==> src/rtl/i2s_rx_channel.sv <==
// I2S receive channel: deserialises one or two data pins into right-aligned 32-bit words for the uDMA RX FIFO.
// Optional build macro I2S_RX_SIGN_EXT_EN sign-extends each completed word from bit [wlen].
module i2s_rx_channel (
    input  logic        sck_i,
    input  logic        rstn_i,
    input  logic        i2s_ch0_i,
    input  logic        i2s_ch1_i,
    input  logic        i2s_ws_i,
    output logic [31:0] fifo_data_o,
    output logic        fifo_data_valid_o,
    input  logic        fifo_data_ready_i,
    output logic        fifo_err_o,
    input  logic        cfg_en_i,
    input  logic        cfg_2ch_i,
    input  logic [4:0]  cfg_wlen_i,
    input  logic [2:0]  cfg_wnum_i,
    input  logic        cfg_lsb_first_i
);

    typedef enum logic [1:0] {
        ST_IDLE = 2'd0,
        ST_WAIT = 2'd1,
        ST_RUN  = 2'd2,
        ST_SKIP = 2'd3
    } state_t;

    state_t      state_r;
    state_t      state_next_s;
    logic        ws_q_r;
    logic        ws_edge_s;
    logic [4:0]  count_bit_r;
    logic [2:0]  count_word_r;
    logic [31:0] sr0_r;
    logic [31:0] sr1_r;
    logic [31:0] sr0_next_s;
    logic [31:0] sr1_next_s;
    logic [31:0] word0_s;
    logic [31:0] word1_s;
    logic [31:0] data_r;
    logic [31:0] shadow_r;
    logic        valid_r;
    logic        shadow_pend_r;
    logic        err_r;
    logic        sample_s;
    logic        word_done_s;
    logic        restart_s;
    logic        accept_s;
    logic        overflow_s;

    function automatic logic [31:0] shift_in(input logic [31:0] sr, input logic pin,
                                             input logic lsb_first, input logic [4:0] idx);
        logic [31:0] res;
        res = sr;
        if (lsb_first) begin
            res[idx] = pin;
        end else begin
            res = {sr[30:0], pin};
        end
        return res;
    endfunction

    function automatic logic [31:0] finish_word(input logic [31:0] w, input logic [4:0] wlen);
        logic [31:0] keep;
        keep = 32'hFFFF_FFFF >> (5'd31 - wlen);
`ifdef I2S_RX_SIGN_EXT_EN
        if (w[wlen]) begin
            return w | ~keep;
        end else begin
            return w & keep;
        end
`else
        return w & keep;
`endif
    endfunction

    assign ws_edge_s   = i2s_ws_i ^ ws_q_r;
    assign sr0_next_s  = shift_in(sr0_r, i2s_ch0_i, cfg_lsb_first_i, count_bit_r);
    assign sr1_next_s  = shift_in(sr1_r, i2s_ch1_i, cfg_lsb_first_i, count_bit_r);
    assign word0_s     = finish_word(sr0_next_s, cfg_wlen_i);
    assign word1_s     = finish_word(sr1_next_s, cfg_wlen_i);
    assign accept_s    = valid_r & fifo_data_ready_i;
    assign overflow_s  = word_done_s & ((valid_r & ~fifo_data_ready_i) | shadow_pend_r);

    // State register.
    always_ff @(posedge sck_i or negedge rstn_i) begin
        if (!rstn_i) begin
            state_r <= ST_IDLE;
        end else begin
            state_r <= state_next_s;
        end
    end

    // Next-state and datapath strobes; a word completing on the WS edge itself is kept.
    always_comb begin
        state_next_s = state_r;
        sample_s     = 1'b0;
        word_done_s  = 1'b0;
        restart_s    = 1'b0;
        case (state_r)
            ST_IDLE: begin
                if (cfg_en_i) begin
                    state_next_s = ST_WAIT;
                end else begin
                    state_next_s = ST_IDLE;
                end
            end
            ST_WAIT, ST_SKIP: begin
                if (ws_edge_s) begin
                    state_next_s = ST_RUN;
                    restart_s    = 1'b1;
                end else begin
                    state_next_s = state_r;
                end
            end
            ST_RUN: begin
                if (count_bit_r == cfg_wlen_i) begin
                    sample_s    = 1'b1;
                    word_done_s = 1'b1;
                    if (ws_edge_s) begin
                        restart_s    = 1'b1;
                        state_next_s = ST_RUN;
                    end else if (count_word_r == cfg_wnum_i) begin
                        state_next_s = ST_SKIP;
                    end else begin
                        state_next_s = ST_RUN;
                    end
                end else if (ws_edge_s) begin
                    restart_s    = 1'b1;
                    state_next_s = ST_RUN;
                end else begin
                    sample_s     = 1'b1;
                    state_next_s = ST_RUN;
                end
            end
            default: begin
                state_next_s = ST_IDLE;
            end
        endcase
        if (!cfg_en_i) begin
            state_next_s = ST_IDLE;
            sample_s     = 1'b0;
            word_done_s  = 1'b0;
            restart_s    = 1'b0;
        end else begin
            state_next_s = state_next_s;
        end
    end

    // WS history, bit/word counters and shift registers.
    always_ff @(posedge sck_i or negedge rstn_i) begin
        if (!rstn_i) begin
            ws_q_r       <= 1'b0;
            count_bit_r  <= 5'd0;
            count_word_r <= 3'd0;
            sr0_r        <= 32'd0;
            sr1_r        <= 32'd0;
        end else begin
            ws_q_r <= i2s_ws_i;
            if (!cfg_en_i) begin
                count_bit_r  <= 5'd0;
                count_word_r <= 3'd0;
                sr0_r        <= 32'd0;
                sr1_r        <= 32'd0;
            end else if (word_done_s) begin
                count_bit_r  <= 5'd0;
                count_word_r <= restart_s ? 3'd0 : (count_word_r + 3'd1);
                sr0_r        <= 32'd0;
                sr1_r        <= 32'd0;
            end else if (restart_s) begin
                count_bit_r  <= 5'd0;
                count_word_r <= 3'd0;
                sr0_r        <= 32'd0;
                sr1_r        <= 32'd0;
            end else if (sample_s) begin
                count_bit_r  <= count_bit_r + 5'd1;
                sr0_r        <= sr0_next_s;
                sr1_r        <= sr1_next_s;
            end else begin
                count_bit_r  <= count_bit_r;
            end
        end
    end

    // Output register, ch1 shadow and overflow pulse; held data is never overwritten on overflow.
    always_ff @(posedge sck_i or negedge rstn_i) begin
        if (!rstn_i) begin
            data_r        <= 32'd0;
            shadow_r      <= 32'd0;
            valid_r       <= 1'b0;
            shadow_pend_r <= 1'b0;
            err_r         <= 1'b0;
        end else begin
            err_r <= overflow_s;
            if (!cfg_en_i) begin
                valid_r       <= 1'b0;
                shadow_pend_r <= 1'b0;
                shadow_r      <= 32'd0;
            end else if (word_done_s && !overflow_s) begin
                data_r  <= word0_s;
                valid_r <= 1'b1;
                if (cfg_2ch_i) begin
                    shadow_r      <= word1_s;
                    shadow_pend_r <= 1'b1;
                end else begin
                    shadow_pend_r <= 1'b0;
                end
            end else if (accept_s && shadow_pend_r) begin
                data_r        <= shadow_r;
                shadow_pend_r <= 1'b0;
            end else if (accept_s) begin
                valid_r <= 1'b0;
            end else begin
                valid_r <= valid_r;
            end
        end
    end

    assign fifo_data_o       = data_r;
    assign fifo_data_valid_o = valid_r;
    assign fifo_err_o        = err_r;

endmodule

==> config.mk <==
export PLATFORM = sky130hd
export DESIGN_NAME = i2s_rx_channel
export DESIGN_NICKNAME = d
export VERILOG_FILES = /design/src/rtl/i2s_rx_channel.sv
export SDC_FILE = /design/constraint.sdc
export NUM_CORES = 1
export LEC_CHECK = 0
export ABC_CLOCK_PERIOD_IN_PS = 7000
export CORE_ASPECT_RATIO = 1.25
export CORE_MARGIN = 4
export CORE_UTILIZATION = 60
export DETAILED_ROUTE_END_ITERATION = 6
export GPL_TIMING_DRIVEN = 1
export PLACE_DENSITY = 0.76
export SETUP_SLACK_MARGIN = 0.3
export SLEW_MARGIN = 20
export SYNTH_ARGS = -nofsm -noshare
export SYNTH_HDL_FRONTEND = slang
export SYNTH_SLANG_ARGS = --single-unit
==> constraint.sdc <==
create_clock -name sck_i -period 7 [get_ports sck_i]
set_input_delay 2.1 -clock sck_i [delete_from_list [all_inputs] [get_ports sck_i]]
set_output_delay 2.1 -clock sck_i [all_outputs]
set_load 0.05 [all_outputs]
-- Word level (Yosys, flattened, before mapping)
Index checks and enable logic that the tools add are counted.
- register bits after elaboration: 142
- bits in latches: 0
- RAM bits: 0
- bits in read-only memories: 0
- input bits: 17
- output and inout bits: 34
- logic and storage cells: 100
- memories: 0
- $add $sub $neg: 3
- multipliers: 0
- div/mod/pow operators: 0
- $lt $le $gt $ge: 2
- equality and inequality tests: 13
- shifts and indexed selects: 1
- mux-type cells: 51
- bitwise logic cells: 8
- reductions and logical operators: 11
- operators with widths (operator ; number):
    2-to-1 mux 32 bit ; 15
    bitwise AND 32 bit ; 2
    bitwise mux 32 bit ; 2
    right shift 32 x 5 -> 32 bit (first input constant) ; 1
    2-to-1 mux 1 bit ; 21
    2-to-1 mux 5 bit ; 4
    2-to-1 mux 3 bit ; 4
    inequality test 3 x 1 -> 1 bit (second input constant) ; 3
    < comparator 5 x 6 -> 1 bit (second input constant) ; 1
    2-to-1 mux 2 bit ; 3
    inequality test 3 bit (second input constant) ; 2
    one-hot mux 2 bit (3 select lines) ; 1
    AND reduction 2 bit ; 3
    adder 5 x 1 -> 5 bit (second input constant) ; 1
    demux 1 bit (select 5 bit) ; 1
    equality test 5 bit ; 1
    >= comparator 5 x 1 -> 1 bit (second input constant) ; 1
    subtractor 5 bit (first input constant) ; 1
    equality test 2 bit (second input constant) ; 2
    inequality test 2 x 1 -> 1 bit (second input constant) ; 2
    inequality test 4 x 1 -> 1 bit (second input constant) ; 1
    adder 3 x 1 -> 3 bit (second input constant) ; 1
    bitwise AND 1 bit ; 3
    equality test 3 bit ; 1
    other kinds (10) ; 12

-- Depth between registers and ports, before layout
- depth after elaboration: 10
- mapped depth: 8
- mapped depth without buffers: 6

-- Least setup slack after synthesis
Ideal clock, no wire load.
- kind: input port to flip-flop
- from: input port cfg_wlen_i[1]
- to: register data_r[8], in the netlist fifo_data_o[8]
- library setup time: 128 ps
- arrival: 3835 ps
- data required time: 6872 ps
- path slack: 3037 ps
- cell stages on the path: 8
- path buffers: 4
- path through: buf_6 -> xor2_1 -> or4_1 -> buf_2 -> or4_1 -> buf_2 -> buf_6 -> mux2i_1
- cells in the longest elaborated chain, start to end: 9
- elaborated cells between the ends (all ways): 13
- classes of those cells: add/sub (1); eq/ne (1); shift (1); mux (4); bitwise (2); reduce/logical (4)
- ends and longest elaborated chain (element ; RTL line ; text):
    start: declaration ; 15 ; input logic [4:0] cfg_wlen_i,
    parallel branches: the longest is 9 deep, another holds subtractor 5 bit ; -- ;
    end signal: assignment ; 199 ; data_r <= word0_s;
    end signal: assignment ; 208 ; data_r <= shadow_r;
    end: declaration ; 39 ; logic [31:0] data_r;
Parallel ways; which one is timed is not known.
A chain may end at the register's enable or synchronous reset.

-- Worst setup path in the final report
- from: input port cfg_wlen_i[1]
- to: register sr1_r[20]
- cells in the longest elaborated chain, start to end: 6
- elaborated cells between the ends (all ways): 10
- classes of those cells: eq/ne (2); mux (8)
- ends and longest elaborated chain (element ; RTL line ; text):
    equality test 5 bit (*) ; 116 ; if (count_bit_r == cfg_wlen_i) begin
    2-to-1 mux 1 bit ; 116 ;
    2-to-1 mux 1 bit ; 99 ; case (state_r)
    2-to-1 mux 1 bit ; 139 ; if (!cfg_en_i) begin
    2-to-1 mux 32 bit ; 164 ; end else if (word_done_s) begin
    2-to-1 mux 32 bit ; 159 ; if (!cfg_en_i) begin
    end signal: assignment ; 177 ; sr1_r <= sr1_next_s;
    end: declaration ; 34 ; logic [31:0] sr1_r;
Mark *: on every way between the ends. The rest lies on a longest branch, timed or not.

==> flow_metrics.env <==
export IMPL_dieWidth_um=114.7
export IMPL_ys_seq_area_share_pct=41.60
export IMPL_yosys_top_cells_count="mux2i_1, dfrtp_1, nand2_1"
export IMPL_avgRoutedWirePerCell_um=21.67
export IMPL_status="finished clean"
export IMPL_postCtsResizedCells=0
export IMPL_hold_viol_final=0
export IMPL_pwr_density_cell_nw_per_um2=212.1
export IMPL_drv_cap=0
export IMPL_min_period_ns=4.942
export IMPL_die_h_um=141.4
export IMPL_gp_congestion=0.8821
export IMPL_postCtsSetupBuffers=0
export IMPL_critPathArrivalTime_ns=5.20
export IMPL_syn_area_per_cell_um2=9.397
export IMPL_path_class="in2reg"
export IMPL_clock_latency_ns=0.43
export IMPL_synth_simple_gate_area_share_pct=20.17
export IMPL_worst_r2r_cell_count=5
export IMPL_irDropWorstVdd_mv=0.1634
export IMPL_start_util_pct=61.57
export IMPL_ant_nets=0
export IMPL_htree_levels=4
export IMPL_cts_max_path_buffers=2
export IMPL_worstMarginPinSlew_ns=0.9758
export IMPL_synth_cells=909
export IMPL_antenna_found_initial=0
export IMPL_num_rows=48
export IMPL_crit_fanout=28
export IMPL_dp_cells=1069
export IMPL_fin_crit_sh_pct=70.59
export IMPL_io_buffers=50
export IMPL_dpl_hpwl_um=14720
export IMPL_hold_slack_ns=0.4861
export IMPL_slew_headroom_pct=34.74
export IMPL_synthesis_nets=931
export IMPL_grt_max_degree=107
export IMPL_grt_usage_pct=30.34
export IMPL_fin_nets=935
export IMPL_synth_edf_count=0
export IMPL_area_growth_pct=13.81
export IMPL_yosysMostFrequentCell="mux2i_1"
export IMPL_drv_slew=0
export IMPL_synth_flop_cell="dfrtp_1"
export IMPL_cts_buffers=17
export IMPL_yosys_warnings=0
export IMPL_fin_cells=1101
export IMPL_worst_ep_required_time_ns=7.26
export IMPL_hold_depth=1
export IMPL_drtIter0Drc=767
export IMPL_die_area_um2=16220
export IMPL_cellLeakagePower_nw=4.686
export IMPL_hold_path_class="reg2reg"
export IMPL_cts_sinks=142
export IMPL_rsz0062_at_grt="no"
export IMPL_cts_hold_buf=0
export IMPL_cts_root_buf="clkbuf_16"
export IMPL_finalSetupTns_ns=0
export IMPL_yosys_register_bits=142
export IMPL_synth_top_cell_by_area="dfrtp_1"
export IMPL_finalWirelength_um=23850
export IMPL_via_per_inst=6.644
export IMPL_antenna_cells=0
export IMPL_synth_compound_area_share_pct=15.01
export IMPL_synth_top_family_by_area="simple AND/OR/NAND/NOR gates"
export IMPL_finalSetupViolCount=0
export IMPL_fillCellCount=1045
export IMPL_coreArea_um2=13870
export IMPL_drc=0
export IMPL_utilization_pct=70.08
export IMPL_grt_pass1_vias=7329
export IMPL_cts_tree="built"
export IMPL_timing_fmax_ghz=0.2024
export IMPL_power_mw=2.062
export IMPL_clk_pin_slew_ns=0.06
export IMPL_crit_path_start_kind="input pin"
export IMPL_synth_top_area_share_pct=41.60
export IMPL_overflow=0
export IMPL_io_pins=51
export IMPL_synth_area_um2=8542
export IMPL_drt_pass1_iterations=5
export IMPL_vias=7315
export IMPL_synth_area_leaders="dfrtp_1, mux2i_1, o211ai_1, nand2_1, nor2b_1"
export IMPL_critPathCaptureType="register"
export IMPL_drive_above_1_share_pct=6.803
export IMPL_async_reset_ff_share_pct=100.0
export IMPL_muxShareOfSynthArea_pct=16.87
export IMPL_yosys_area_share_xor_xnor_pct=1.333
export IMPL_grt_pass1_wl_um=38740
export IMPL_synthAdderAreaFrac_pct=0.7324
export IMPL_fin_skew_ns=0.006961
export IMPL_ys_types=47
-- power breakdown --
group          total [mW]  leakage, nW  switching [mW]  internal, mW
sequential          0.840         1.97         0.00866         0.831
combinational       0.220         2.40           0.154        0.0664
clock                1.00        0.309           0.353         0.649
-- stage by stage --
| step | worst slack [ns] | cell area, um^2 |
|---|---|---|
| 4_1_cts | 1.934 | 9714 |
| 5_1_grt | 1.996 | 9722 |
| 3_5_place_dp | 1.492 | 9066 |
| 6_report | 2.058 | 9722 |
| 3_3_place_gp | 1.634 | 9066 |
| 2_1_floorplan | 3.037 | 8542 |
-- path summary, 6_finish.rpt --
| path | to | startpoint | slack, ns |
|---|---|---|---|
| setup / recovery | sr1_r[20]$_DFFE_PN0P_ | cfg_wlen_i[1] | 2.06 |
| hold / removal | shadow_r[19]$_DFFE_PN0P_ | shadow_r[19]$_DFFE_PN0P_ | 0.49 |
| setup reg to reg | sr1_r[20]$_DFFE_PN0P_ | count_bit_r[3]$_DFFE_PN0P_ | 3.98 |
| hold reg to reg | shadow_r[19]$_DFFE_PN0P_ | shadow_r[19]$_DFFE_PN0P_ | 0.49 |
| max in group asynchronous | count_bit_r[3]$_DFFE_PN0P_ | rstn_i | 4.05 |
| min in group asynchronous | fifo_data_o[27]$_DFFE_PN0P_ | rstn_i | 1.71 |
-- area by class of cell --
cell class / instances / area, um^2 / area share (%)
multi-input cells: 679 / 4654 / 47.88
flip-flops and latches: 142 / 3555 / 36.56
clock inverters: 11 / 187.7 / 1.931
repair buffers: 66 / 619.3 / 6.371
clock buffers: 21 / 460.4 / 4.736
inverters: 7 / 26.28 / 0.2703
well taps: 175 / 219.0 / 2.252
-- per-layer routing --
layer | routed length, um | global-route usage (%)
met4 | 612 | 11.99
met1 | 9787 | 40.94
met2 | 11590 | 48.67
met5 | 0 | 0
met3 | 1865 | 5.418
-- worst max-delay path, stage by stage --
cell             delay (ns)
clkdlybuf4s50_1        0.77
xor2_1                 0.33
or4_1                  0.73
o21ai_4                0.76
buf_4                  0.42
a211oi_1               0.08
-- cell usage in the layout, fill, tap and decap left out, types with 3 or more instances in the layout --
cell and count:
mux2i_1 144, dfrtp_1 141, nand2_1 112, o211ai_1 74
a21oi_1 70, nor2b_1 62, nor2_1 60, clkdlybuf4s50_1 48
o2bb2ai_1 19, nand3b_1 19, clkbuf_16 17, buf_4 17
nand4bb_1 12, nand4b_1 11, xor2_1 9, nand3_1 9
inv_1 7, o21ai_0 6, nand4_1 6, nor3_1 6
nand2b_1 5, nor4_1 5, ha_1 5, bufinv_16 5
or4b_2 4, xnor2_1 4, o2111ai_1 4, or2_2 3
or3_1 3, o221ai_1 3, a211oi_1 3, clkinvlp_4 3
clkinv_2 3
-- registers in the layout, indices dropped and copies added, names as in the netlist --
signal and cells:
fifo_data_o 32, shadow_r 32, sr0_r 32, sr1_r 32, count_bit_r 5, count_word_r 3
state_r 2, fifo_data_valid_o 1, fifo_err_o 1, shadow_pend_r 1, ws_q_r 1
-- kinds of logic after synthesis --
family	count (synthesis)
AO/OA/AOI/OAI	191
multiplexers	144
XOR/XNOR	13
flip-flops	142
buffers and inverters	88
AND/OR/NAND/NOR	326
adder cells (fa/ha/maj)	5
(Power assumes the default switching activity.)
